--- config.mk ---
export PLATFORM = sky130hd
export DESIGN_NAME = al_accel_pool_ctrl
export DESIGN_NICKNAME = d
export VERILOG_FILES = /design/src/rtl/al_accel_pkg.sv /design/src/rtl/al_accel_pool_ctrl.sv
export SDC_FILE = /design/constraint.sdc
export NUM_CORES = 1
export LEC_CHECK = 0
export CORE_UTILIZATION = 40
export DETAILED_ROUTE_END_ITERATION = 6
export GPL_ROUTABILITY_DRIVEN = 0
export HOLD_SLACK_MARGIN = 0.12
export PLACE_DENSITY = 0.63
export SYNTH_ARGS = -nofsm -noshare
export SYNTH_HDL_FRONTEND = slang
export SYNTH_SLANG_ARGS = --single-unit
--- constraint.sdc ---
create_clock -name clk -period 1.66 [get_ports clk]
set_input_delay 0.332 -clock clk [delete_from_list [all_inputs] [get_ports clk]]
set_output_delay 0.332 -clock clk [all_outputs]
set_load 0.01 [all_outputs]
--- src/rtl/al_accel_pkg.sv ---
// Shared types and constants for the accelerator's pooling path.
package al_accel_pkg;

  localparam int unsigned POOL_SEL_W    = 4;
  localparam int unsigned POOL_MAX_OUT  = 13;
  localparam int unsigned POOL_IN_W_MIN = 2;
  localparam int unsigned POOL_IN_W_MAX = 2 * POOL_MAX_OUT;

  typedef enum logic [2:0] {
    StIdle,
    StRowEven,
    StRowOdd,
    StDrain,
    StDone
  } pool_ctrl_state_t;

endpackage

--- src/rtl/al_accel_pool_ctrl.sv ---
// Sequencer for 2x2 stride-2 max-pooling: steers buffer writes from a raster conv stream and
// drains the pooled row through a valid/ready output after every row pair.
module al_accel_pool_ctrl
  import al_accel_pkg::*;
#(
  parameter int unsigned IN_W = 26
) (
  input  logic                  clk,
  input  logic                  resetn,
  input  logic                  start,
  input  logic [5:0]            in_h,
  input  logic                  in_valid,
  output logic                  in_ready,
  output logic [POOL_SEL_W-1:0] pool_sel_demux,
  output logic                  pool_mpbuf_ld_wrn,
  output logic                  pool_cp_enb,
  output logic                  pool_enb,
  output logic [POOL_SEL_W-1:0] pool_sel_mux,
  output logic                  out_valid,
  input  logic                  out_ready,
  output logic                  out_last,
  output logic                  busy,
  output logic                  done
);

  localparam int unsigned OUT_W = IN_W / 2;
  localparam logic [4:0] COL_LAST = 5'(IN_W - 1);
  localparam logic [POOL_SEL_W-1:0] IDX_LAST = POOL_SEL_W'(OUT_W - 1);

  pool_ctrl_state_t state_q, state_d;
  logic [4:0]            col_q, col_d;
  logic [5:0]            row_q, row_d;
  logic [5:0]            in_h_q, in_h_d;
  logic [POOL_SEL_W-1:0] idx_q, idx_d;
  logic [5:0]            row_next;
  logic [5:0]            in_h_even;

  // Odd heights are truncated by dropping bit 0.
  assign in_h_even = in_h & 6'b111110;
  assign row_next  = row_q + 6'd2;

  always_ff @(posedge clk or negedge resetn) begin
    if (!resetn) begin
      state_q <= StIdle;
      col_q   <= '0;
      row_q   <= '0;
      in_h_q  <= '0;
      idx_q   <= '0;
    end else begin
      state_q <= state_d;
      col_q   <= col_d;
      row_q   <= row_d;
      in_h_q  <= in_h_d;
      idx_q   <= idx_d;
    end
  end

  always_comb begin
    state_d = state_q;
    col_d   = col_q;
    row_d   = row_q;
    in_h_d  = in_h_q;
    idx_d   = idx_q;
    unique case (state_q)
      StIdle: begin
        if (start) begin
          in_h_d  = in_h_even;
          row_d   = '0;
          col_d   = '0;
          idx_d   = '0;
          state_d = (in_h_even == 6'd0) ? StDone : StRowEven;
        end
      end
      StRowEven: begin
        if (in_valid) begin
          if (col_q == COL_LAST) begin
            col_d   = '0;
            state_d = StRowOdd;
          end else begin
            col_d = col_q + 5'd1;
          end
        end
      end
      StRowOdd: begin
        if (in_valid) begin
          if (col_q == COL_LAST) begin
            col_d   = '0;
            idx_d   = '0;
            state_d = StDrain;
          end else begin
            col_d = col_q + 5'd1;
          end
        end
      end
      StDrain: begin
        if (out_ready) begin
          if (idx_q == IDX_LAST) begin
            idx_d   = '0;
            row_d   = row_next;
            state_d = (row_next == in_h_q) ? StDone : StRowEven;
          end else begin
            idx_d = idx_q + 1'b1;
          end
        end
      end
      StDone:  state_d = StIdle;
      default: state_d = StIdle;
    endcase
  end

  // Buffer controls are combinational so the write lands on the handshake edge.
  always_comb begin
    in_ready          = 1'b0;
    pool_sel_demux    = '0;
    pool_mpbuf_ld_wrn = 1'b0;
    pool_cp_enb       = 1'b0;
    pool_enb          = 1'b0;
    pool_sel_mux      = '0;
    out_valid         = 1'b0;
    out_last          = 1'b0;
    busy              = (state_q != StIdle);
    done              = (state_q == StDone);
    unique case (state_q)
      StRowEven: begin
        in_ready          = 1'b1;
        pool_enb          = in_valid;
        pool_sel_demux    = col_q[4:1];
        pool_mpbuf_ld_wrn = ~col_q[0];
        pool_cp_enb       = col_q[0];
      end
      StRowOdd: begin
        in_ready       = 1'b1;
        pool_enb       = in_valid;
        pool_sel_demux = col_q[4:1];
        pool_cp_enb    = 1'b1;
      end
      StDrain: begin
        out_valid    = 1'b1;
        pool_sel_mux = idx_q;
        out_last     = (idx_q == IDX_LAST);
      end
      default: ;
    endcase
  end

endmodule
Yosys cells after proc, flatten, opt, wreduce, memory -nomap -nowiden
Cells that the tools add are included.

Add/sub/neg operators: 3. Eq/ne operators: 15. Mux-type cells: 32. Bitwise logic cells: 1. Reductions and logical operators: 12.

Operators by type and width (number): $mux 4 (7); $mux 3 (9); $mux 6 (3); $mux 5 (3); $ne 2x2->1 const B (7); $pmux 3 s4 (1); $pmux 4 s3 (1); $pmux 6 s2 (1); $pmux 5 s2 (1); $reduce_and 7->1 (1); $add 6x2->6 const B (1); $eq 3x2->1 const B (2); $eq 6x6->1 (1); $logic_not 6->1 (1); $reduce_bool 3->1 (2); $add 5x1->5 const B (1); $eq 5x5->1 const B (1); $mux 1 (5); $reduce_and 5->1 (1); $add 4x1->4 const B (1); $eq 4x4->1 const B (1); $reduce_and 4->1 (1); $reduce_bool 2->1 (2); $eq 3x1->1 const B (1); other kinds (8) (8).

Register bits: 23. Input port bits: 11.

Depth between registers and ports, before layout
Gate-level depths: netlist of the first run.

Depth in word-level cells: 6. Gate-level depth with buffers: 6.

Worst setup path after synthesis of the first run
OpenSTA, ideal clock, no wires.

Path kind: reg-to-reg. Start: reg idx_q[0]. End: reg state_q[0]. Setup time: 0.126 ns. Arrival: 1.561 ns. Setup slack: -0.027 ns. Cell stages (with the launch flop): 7. Buffers on the path: 0. Period minus slack after synthesis: 1.687 ns. Cell sequence: dfrtp_1 inv_1 ha_1 and4_1 o32ai_1 or2_1 a221o_1.

Word-level cells in the longest chain between the ends: 3.

Ends and longest elaborated chain: from (decl) (RTL line al_accel_pool_ctrl.sv:34) `logic [POOL_SEL_W-1:0] idx_q, idx_d;`; from (signal assigned) (RTL line al_accel_pool_ctrl.sv:54) `idx_q <= idx_d;`; $eq 4x4->1 (RTL line al_accel_pool_ctrl.sv:97) `if (idx_q == IDX_LAST) begin`; $ne 2x2->1 (no line); $reduce_and 7->1 (no line); to (signal assigned) (RTL line al_accel_pool_ctrl.sv:44) `state_q <= StIdle;`; to (signal assigned) (RTL line al_accel_pool_ctrl.sv:50) `state_q <= state_d;`; to (decl) (RTL line al_accel_pool_ctrl.sv:30) `pool_ctrl_state_t state_q, state_d;`.

Every way passes these cells. A chain may end at the register's enable or synchronous reset.

Final worst setup path of the first run
Start: reg state_q[1]. End: reg state_q[0].

Word-level cells in the longest chain between the ends: 3.

Ends and longest elaborated chain: $eq 3x2->1 (tied with other cells) (RTL line al_accel_pool_ctrl.sv:64) `unique case (state_q)`; $ne 2x2->1 (no line); $reduce_and 7->1 (no line).

Several ways; a longest one is shown, not always the timed one.

==> impl_metrics.py, run 1 <==
metrics = {
    "yosys": {
        "syn_area_mm2": 0.001473,
        "seq_area_frac_synth": 0.3738,
        "avgSynthCellArea_um2": 9.689,
        "ys_ff_latch": 22,
        "ys.flop_type": "dfrtp_1",
        "yosysWarnings": 0,
        "yosysUniqueCellTypes": 47,
        "synth_edf_count": 0,
        "syn_inst": 152,
        "synth_fp_nets": 168,
        "synthArstFlopShare": 1.000,
    },
    "place": {
        "hpwl_um": 2915,
        "post_dp_cell_area_mm2": 0.002043,
        "dp_cells": 253,
        "io_buffers": 25,
        "pre_cts_ws_ps": -284.3,
    },
    "worst_setup_path": {
        "cp_data_arrival_time_ps": 1920,
        "critPathRequiredTime_ps": 1820,
        "timing.rr.start": "state_q[1]$_DFFE_PN0P_",
        "crit_slowest_cell": "dfrtp_2",
        "cpPeakStageDelay_ps": 490,
        "path_delay_family": "compound AO/OA/AOI/OAI gates",
        "path_class": "flop to flop",
        "critPathMaxFanout": 5,
        "crit_buf_inv": 1,
        "path_cells": "buf_6 -> mux2i_2 -> o211a_4 -> or2_4 -> a221o_1",
        "endpoint_kind": "flop",
        "startpoint": "state_q[1]$_DFFE_PN0P_",
        "cp-start-kind": "flop",
        "r2r_slack_ps": -100,
    },
    "power": {
        "combPwrFrac": 0.673,
        "sw_frac_of_total": 0.4062,
        "p_clk_frac": 0.112,
        "seqPwrFrac": 0.216,
        "power_density_mw_per_mm2": 1913,
        "p_leak_nw": 1.046,
        "irDropWorstVdd_mv": 0.8215,
        "p_int_w": 0.002699,
        "p_total_w": 0.004546,
        "power_switching_w": 0.001846,
    },
    "global_route": {
        "grt_pass1_wl_um": 7238,
        "grt_max_degree": 23,
        "gr-total-overflow": 0,
        "gr-usage-all-layers": 0.2381,
        "grt_pass1_vias": 1526,
        "grt_antenna_before_repair": 0,
    },
    "die": {
        "start_util": 0.4278,
        "die_w_um": 62.68,
        "die_h_um": 62.68,
        "ioPinCount": 27,
        "rows": 21,
        "die_area_mm2": 0.003928,
        "core_mm2": 0.003442,
    },
    "run_status": {
        "status": "finished, violations left",
        "violations": "negative setup slack",
    },
    "route": {
        "postRouteAntennaNets": 0,
        "drt_wl_total_um": 4377,
        "viasPerCell": 5.545,
        "drt_iter0_drc": 110,
        "routedWlPerCell_um": 16.58,
        "firstDrtPassIters": 4,
        "drc": 0,
        "via_count": 1464,
    },
    "cells_and_area": {
        "synthToLayoutAreaGrowth_pct": 61.34,
        "fin_area_mm2": 0.002376,
        "final_nets": 235,
        "num-fill-cells": 267,
        "final_common_cell": "buf_4",
        "mostFrequentLayoutCells": "34 x buf_4, 19 x dfrtp_1, 15 x buf_2",
        "diodes": 0,
        "layout.cells.non_filler": 264,
        "drive_above_1_share": 0.5413,
    },
    "run": {
        "cap_violations": 0,
    },
    "cts": {
        "clk_latency_ps": 270,
        "clk_path_buf_depth": 2,
        "cts_tree": "done",
        "clock_sink_count": 22,
        "cts.clk_slew.worst_paths_ps": 90,
        "cts_buffers": 3,
        "root_buffer": "clkbuf_8",
        "cts_max_level": 1,
    },
    "timing": {
        "fin_crit_ps": 1759,
        "finalHoldViolations": 0,
        "rsz0062_at_grt": "yes",
        "finalSetupViolations": 19,
        "worst_slew_pin_slew_ps": 316.2,
        "maxSlewViolCount": 0,
        "finClkSkew_ps": 8.859,
        "period_share": 1.060,
        "fin_tns_setup_ps": -475.2,
        "fin_ws_ps": -99.10,
        "fmaxAchievable_mhz": 568.5,
        "slew_headroom": 0.7876,
    },
    "worst_hold_path": {
        "min_path_type": "input pin to asynchronous set/reset pin",
    },
}
[synth_stat cells (2+ instances only)]
cell type	n	area [um2]
a211o_1	3	26.28
a211oi_1	2	15.01
a21oi_1	2	10.01
a2bb2oi_1	2	17.52
a41oi_1	2	17.52
and2_1	5	31.28
and3_1	3	18.77
buf_2	3	15.01
dfrtp_1	22	550.5
ha_1	5	62.56
inv_1	8	30.03
mux2_2	5	56.30
mux2i_1	3	30.03
nand2_1	5	18.77
nand2b_1	3	18.77
nand3_1	10	50.05
nand4_1	2	12.51
nor2_1	9	33.78
nor3_1	10	50.05
nor4b_1	4	35.03
o21ai_0	6	30.03
o2bb2ai_1	3	26.28
o31ai_1	3	22.52
o32ai_1	2	17.52
or2_1	2	12.51
xnor2_1	4	35.03
xor2_1	3	26.28
xor3_1	2	47.55
[timing repair]
| action | in CTS | in global routing |
|---|---|---|
| hold buffers | 0 | 0 |
| setup buffers | 4 | 6 |
| cloned | 0 | 0 |
| pin swaps | 20 | 8 |
| endpoints found under the setup margin | 31 | 38 |
| endpoints found under the hold margin | 0 | 0 |
| resized for setup | 99 | 32 |
[registers in the layout (all words and copies together), names as in the netlist]
register,flops
col_q,5
idx_q,4
in_h_q,5
row_q,5
state_q,3
[power groups by stage]
stage | Clock (W) | Sequential, W | Combinational, W
finish | 0.000508 | 0.000980 | 0.00306
global route | 0.000543 | 0.00101 | 0.00329
CTS | 0.000521 | 0.000943 | 0.00268
detailed placement | 0 | 0.000926 | 0.00246
global placement | 0 | 0.000916 | 0.00240
floorplan | 0 | 0.000904 | 0.00134
[worst paths after layout]
check,to,cells after the start
max,state_q[0]$_DFFE_PN0P_,5
min,col_q[2]$_DFFE_PN0P_,2
max reg2reg,state_q[0]$_DFFE_PN0P_,5
min reg2reg,in_h_q[5]$_DFFE_PN0P_,1
max in group asynchronous,state_q[2]$_DFFE_PN0P_,2
min in group clk,in_h_q[5]$_DFFE_PN0P_,1
[area by class of cell]
cell class | instances | area (um2) | share of cell area
Multi-Input combinational cell | 115 | 1125 | 0.4734
Clock inverter | 1 | 30.03 | 0.01264
Timing Repair Buffer | 68 | 533.0 | 0.2243
Inverter | 9 | 35.03 | 0.01474
Sequential cell | 22 | 554.3 | 0.2333
Clock buffer | 3 | 41.29 | 0.01738
Tap cell | 46 | 57.56 | 0.02422
[metrics by stage]
stage | utilization | hold slack (ps)
6_report | 0.6903 | 404.6
5_1_grt | 0.6903 | 434.2
4_1_cts | 0.6510 | 423.2
3_5_place_dp | 0.5936 | 515.3
3_3_place_gp | 0.5936 | 511.2
2_1_floorplan | - | 36.41
[logic make-up after synthesis]
| logic type | count (synthesis) | synth area share |
|---|---|---|
| buffers and inverters | 15 | 0.04417 |
| AOI/OAI and AO/OA | 33 | 0.1767 |
| adders and majority gates | 5 | 0.04248 |
| muxes | 8 | 0.05862 |
| xor gates and xnor gates | 9 | 0.07392 |
| DFF | 22 | 0.3738 |
| and+or+nand+nor | 60 | 0.2303 |
[per-layer routing]
| metal | GRT usage | up-vias | share of wire | wire length, um |
|---|---|---|---|---|
| met5 | 0 | - | 0 | 0 |
| li1 | - | 698 | - | - |
| met1 | 0.2885 | 722 | 0.44 | 1924 |
| met2 | 0.4158 | 39 | 0.51 | 2216 |
| met4 | 0.07558 | 0 | 0.0087 | 38 |
| met3 | 0.05292 | 5 | 0.045 | 197 |
No activity file was read; power rests on OpenSTA's default activity.
==> run 2, diff against run 1 <==
--- a/config.mk
+++ b/config.mk
@@ -9,7 +9,7 @@
 export DETAILED_ROUTE_END_ITERATION = 6
 export GPL_ROUTABILITY_DRIVEN = 0
 export HOLD_SLACK_MARGIN = 0.12
-export PLACE_DENSITY = 0.63
+export PLACE_DENSITY = 0.61
 export SYNTH_ARGS = -nofsm -noshare
 export SYNTH_HDL_FRONTEND = slang
 export SYNTH_SLANG_ARGS = --single-unit
==> constraint.sdc (replaced) <==
create_clock -name clk -period 1.93 [get_ports clk]
set_input_delay 0.386 -clock clk [delete_from_list [all_inputs] [get_ports clk]]
set_output_delay 0.386 -clock clk [all_outputs]
set_load 0.01 [all_outputs]
==> impl_metrics.py, run 2 (synthesized netlist as in run 1, its figures left out) <==
metrics = {
    "cts": {
        "cts_max_level": 1,
        "clk_path_buf_depth": 2,
        "cts_buffers": 3,
        "clock_sink_count": 22,
        "holdBufCountCts": 0,
        "cts.clk_slew.worst_paths_ps": 80,
        "root_buffer": "clkbuf_8",
        "clk_latency_ps": 270,
        "cts_tree": "done",
    },
    "die": {
        "start_util": 0.4278,
        "core_mm2": 0.003442,
        "rows": 21,
        "die_w_um": 62.68,
        "ioPinCount": 27,
        "die_area_mm2": 0.003928,
        "die_h_um": 62.68,
    },
    "route": {
        "viasPerCell": 5.425,
        "postRouteAntennaNets": 0,
        "drc": 0,
        "via_count": 1367,
        "drt_iter0_drc": 73,
        "drt_wl_total_um": 3688,
        "routedWlPerCell_um": 14.63,
        "firstDrtPassIters": 4,
    },
    "timing": {
        "maxSlewViolCount": 0,
        "rsz0062_at_grt": "yes",
        "period_share": 0.9818,
        "finalHoldViolations": 0,
        "finClkSkew_ps": 2.065,
        "whs_ps": 469.1,
        "fin_tns_setup_ps": 0,
        "slew_headroom": 0.7328,
        "fmaxAchievable_mhz": 527.8,
        "worst_slew_pin_slew_ps": 397.8,
        "fin_crit_ps": 1895,
        "finalSetupViolations": 0,
        "fin_ws_ps": 35.21,
    },
    "worst_setup_path": {
        "cpPeakStageDelay_ps": 420,
        "cp_data_arrival_time_ps": 1510,
        "path_cells": "buf_4 -> buf_6 -> nor3_2 -> inv_1 -> dlygate4sd2_1",
        "cp-start-kind": "flop",
        "crit_slowest_cell": "dfrtp_1",
        "endpoint_kind": "output port",
        "path_class": "flop to output port",
        "critPathMaxFanout": 8,
        "critPathRequiredTime_ps": 1540,
    },
    "power": {
        "p_int_w": 0.001982,
        "p_leak_nw": 1.007,
        "p_total_w": 0.003253,
        "irDropWorstVdd_mv": 0.7246,
        "sw_frac_of_total": 0.3906,
        "combPwrFrac": 0.616,
        "seqPwrFrac": 0.249,
        "p_clk_frac": 0.135,
        "power_switching_w": 0.001271,
        "power_density_mw_per_mm2": 1551,
    },
    "run": {
        "cap_violations": 0,
    },
    "place": {
        "pre_cts_ws_ps": -58.66,
        "hpwl_um": 2669,
        "io_buffers": 25,
    },
    "global_route": {
        "grt_max_degree": 23,
        "grt_pass1_vias": 1340,
        "grt_antenna_before_repair": 0,
        "grt_pass1_wl_um": 6458,
        "gr-usage-all-layers": 0.2066,
        "gr-total-overflow": 0,
    },
    "cells_and_area": {
        "synthToLayoutAreaGrowth_pct": 42.40,
        "num-fill-cells": 303,
        "top_regs": "col_q x5, in_h_q x5, row_q x5",
        "diodes": 0,
        "final_nets": 223,
        "multi_input_area_um2": 913.4,
        "final_common_cell": "buf_4",
        "seq_area_um2": 550.5,
        "mostFrequentLayoutCells": "29 x buf_4, 22 x dfrtp_1, 9 x nor2_1, 9 x nand3_1, 9 x clkdlybuf4s50_1",
        "drive_above_1_share": 0.2767,
    },
    "run_status": {
        "status": "completed",
    },
    "worst_hold_path": {
        "min_path_type": "input pin to asynchronous set/reset pin",
    },
}
[run 2: layout make-up]
cell class                      instances  area share
Clock buffer                            3     0.01969
Clock inverter                          1     0.01432
Inverter                                9     0.01611
Multi-Input combinational cell        115      0.4356
Sequential cell                        22      0.2625
Tap cell                               46     0.02745
Timing Repair Buffer                   56      0.2243
[run 2: per-layer routing]
layer / share of wire / routed length [um] / global-route usage / up-vias
met2: 0.47 / 1744 / 0.3410 / 24
met5: 0 / 0 / 0 / -
met1: 0.49 / 1810 / 0.2869 / 666
met3: 0.033 / 123 / 0.04015 / 2
li1: - / - / - / 675
met4: 0.0027 / 10 / 0.02616 / 0
[run 2: critical path, delay by kind of cell (launching register included)]
kind | cells | cell delay, ps
buf+inv | 4 | 610
flops | 1 | 420
simple gates | 1 | 210
[run 2: what timing repair did]
action                     4_1_cts  5_1_grt
setup endpoints to repair       16       11
resized for setup               16       22
setup buffers                    5        1
pin swaps                        0        1
[run 2: final timing paths]
check                                       start               endpoint  slack [ps]  depth (start not counted)
max in group asynchronous                  resetn   idx_q[1]$_DFFE_PN0P_        1230                          2
hold reg to reg             in_h_q[3]$_DFFE_PN0P_  in_h_q[3]$_DFFE_PN0P_         530                          1
min in group clk            in_h_q[3]$_DFFE_PN0P_  in_h_q[3]$_DFFE_PN0P_         530                          1
setup / recovery           state_q[0]$_DFFE_PN0P_                   busy          40                          5
setup reg to reg           state_q[0]$_DFFE_PN0P_   idx_q[2]$_DFFE_PN0P_          80                          7
hold / removal                             resetn   col_q[3]$_DFFE_PN0P_         470                          2
[run 2: stage by stage]
stage	cells	util	cell area, um2
finish	252	0.6092	2097
global route	252	0.6092	2097
CTS	251	0.5969	2054
detailed placement	242	0.5627	1937
global placement	242	0.5627	1937
floorplan	152	-	1473
[run 2: power groups by stage]
stage | combinational, W | sequential (W) | clock, W
detailed placement | 0.00191 | 0.000809 | 0
floorplan | 0.00112 | 0.000774 | 0
global placement | 0.00187 | 0.000796 | 0
finish | 0.00200 | 0.000809 | 0.000440
CTS | 0.00196 | 0.000802 | 0.000447
global route | 0.00221 | 0.000846 | 0.000470
==> run 3, diff against run 2 <==
--- a/config.mk
+++ b/config.mk
@@ -8,6 +8,7 @@
 export CORE_UTILIZATION = 40
 export DETAILED_ROUTE_END_ITERATION = 6
 export GPL_ROUTABILITY_DRIVEN = 0
+export GPL_TIMING_DRIVEN = 0
 export HOLD_SLACK_MARGIN = 0.12
 export PLACE_DENSITY = 0.61
 export SYNTH_ARGS = -nofsm -noshare
==> impl_metrics.py, run 3 (synthesized netlist as in run 1, its figures left out) <==
metrics = {
    "route": {
        "postRouteAntennaNets": 0,
        "viasPerCell": 5.664,
        "drt_iter0_drc": 83,
        "drt_wl_total_um": 3599,
        "firstDrtPassIters": 4,
        "wl_met2_um": 1742,
        "met3_length_um": 130,
        "drc": 0,
        "top_layer_used": "met4",
        "routedWlPerCell_um": 15.12,
        "via_count": 1348,
        "drt-met1-wl_um": 1710,
    },
    "die": {
        "core_mm2": 0.003442,
        "die_w_um": 62.68,
        "start_util": 0.4278,
        "rows": 21,
        "die_h_um": 62.68,
        "die_area_mm2": 0.003928,
        "ioPinCount": 27,
    },
    "timing": {
        "fmaxAchievable_mhz": 530.3,
        "fin_ws_ps": 44.39,
        "period_share": 0.9770,
        "worst_slew_pin_slew_ps": 1034,
        "slew_headroom": 0.3085,
        "fin_crit_ps": 1886,
        "finalSetupViolations": 0,
        "rsz0062_at_grt": "yes",
        "finClkSkew_ps": 3.046,
        "finalHoldViolations": 0,
        "maxSlewViolCount": 0,
        "whs_ps": 536.8,
    },
    "worst_setup_path": {
        "cp_data_arrival_time_ps": 1500,
        "cp-start-kind": "flop",
        "endpoint_kind": "output port",
        "timing.rr.start": "col_q[1]$_DFFE_PN0P_",
        "critPathMaxFanout": 4,
        "critPathRequiredTime_ps": 1540,
        "path_class": "flop to output port",
        "startpoint": "state_q[0]$_DFFE_PN0P_",
    },
    "cts": {
        "cts_max_level": 1,
        "cts_buffers": 3,
        "clk_path_buf_depth": 2,
        "cts.clk_slew.worst_paths_ps": 90,
        "clock_sink_count": 22,
        "clk_latency_ps": 270,
        "root_buffer": "clkbuf_8",
        "cts_tree": "done",
        "holdBufCountCts": 0,
    },
    "power": {
        "combPwrFrac": 0.598,
        "seqPwrFrac": 0.263,
        "p_int_w": 0.001903,
        "power_switching_w": 0.001266,
        "p_clk_frac": 0.139,
        "irDropWorstVdd_mv": 0.6861,
        "power_density_mw_per_mm2": 1570,
        "sw_frac_of_total": 0.3995,
        "p_leak_nw": 0.8861,
    },
    "cells_and_area": {
        "seq_area_um2": 554.3,
        "fin_area_mm2": 0.002019,
        "top_regs": "col_q x5, in_h_q x5, row_q x5",
        "final_nets": 209,
        "multi_input_area_um2": 919.6,
        "final_common_cell": "dfrtp_1",
        "num-fill-cells": 314,
        "synthToLayoutAreaGrowth_pct": 37.13,
        "mostFrequentLayoutCells": "19 x dfrtp_1, 12 x buf_4, 9 x nand3_1, 9 x clkdlybuf4s50_1, 9 x dlygate4sd2_1",
        "diodes": 0,
        "drive_above_1_share": 0.2500,
    },
    "run": {
        "cap_violations": 0,
    },
    "global_route": {
        "grt_pass1_vias": 1353,
        "gr-total-overflow": 0,
        "grt_max_degree": 23,
        "grt_pass1_wl_um": 6285,
        "grt_antenna_before_repair": 0,
        "gr-usage-all-layers": 0.1974,
    },
    "place": {
        "hpwl_um": 2540,
        "io_buffers": 25,
        "pre_cts_ws_ps": -159.5,
        "post_dp_cell_area_mm2": 0.001780,
    },
    "worst_hold_path": {
        "min_path_type": "flop to flop",
        "worstHoldStart": "in_h_q[3]$_DFFE_PN0P_",
    },
    "run_status": {
        "status": "completed",
    },
}
[run 3: cell count changes in the layout (fill, tap and decap cells not counted), moves of 3 or more]
cell	previous run	this run
buf_4	29	12
clkbuf_2	5	0
clkdlybuf4s15_1	0	5
dlymetal6s2s_1	5	0
dfrtp_1	22	19
dfrtp_2	0	3
dlygate4sd2_1	6	9
[run 3: worst max-delay path, cell delays in order, from the launching register on]
cell	delay (ps)
dfrtp_1	430
xnor2_2	200
nor2_2	50
buf_4	140
and2_1	140
dlygate4sd2_1	270
[run 3: timing repair]
item | in CTS | in global routing
buffers inserted | 7 | 5
endpoints found under the setup margin | 17 | 11
pin swaps | 1 | 2
gates resized for setup | 42 | 12
[run 3: power by group through the flow]
| stage | clock (W) | combinational [W] | sequential, W |
|---|---|---|---|
| 2_1_floorplan | 0 | 0.00112 | 0.000774 |
| 5_1_grt | 0.000461 | 0.00208 | 0.000866 |
| 3_5_place_dp | 0 | 0.00161 | 0.000827 |
| 6_report | 0.000440 | 0.00190 | 0.000834 |
| 4_1_cts | 0.000447 | 0.00176 | 0.000828 |
| 3_3_place_gp | 0 | 0.00158 | 0.000817 |
[run 3: worst paths after layout]
path | endpoint | slack, ps | cells past startpoint
setup / recovery | pool_sel_demux[2] | 40 | 5
hold / removal | in_h_q[3]$_DFFE_PN0P_ | 540 | 1
setup reg to reg | state_q[0]$_DFFE_PN0P_ | 90 | 6
hold reg to reg | in_h_q[3]$_DFFE_PN0P_ | 540 | 1
max in group asynchronous | state_q[2]$_DFFE_PN0P_ | 560 | 1
min in group asynchronous | col_q[3]$_DFFE_PN0P_ | 680 | 1
[run 3: cell type report]
cell class,count,share of cell area
multi-input cells,115,0.4554
flip-flops and latches,22,0.2745
repair buffers,37,0.1673
well taps,46,0.02850
plain buffers,5,0.02107
clock buffers,3,0.02045
inverters,9,0.01797
clock inverters,1,0.01487
[run 3: routing by layer]
layer / global-route usage / vias to the layer above
li1: - / 650
met3: 0.03285 / 2
met2: 0.3438 / 31
met5: 0 / -
met1: 0.2604 / 665
met4: 0.02907 / 0
[run 3: metrics by stage]
stage	total power, W	std cells	utilization	TNS [ps]
2_1_floorplan	0.001890	152	-	0
3_3_place_gp	0.002400	223	0.5173	-1014
3_5_place_dp	0.002440	223	0.5173	-1196
4_1_cts	0.003037	233	0.5674	0
5_1_grt	0.003407	238	0.5867	-9.412
6_report	0.003170	238	0.5867	0
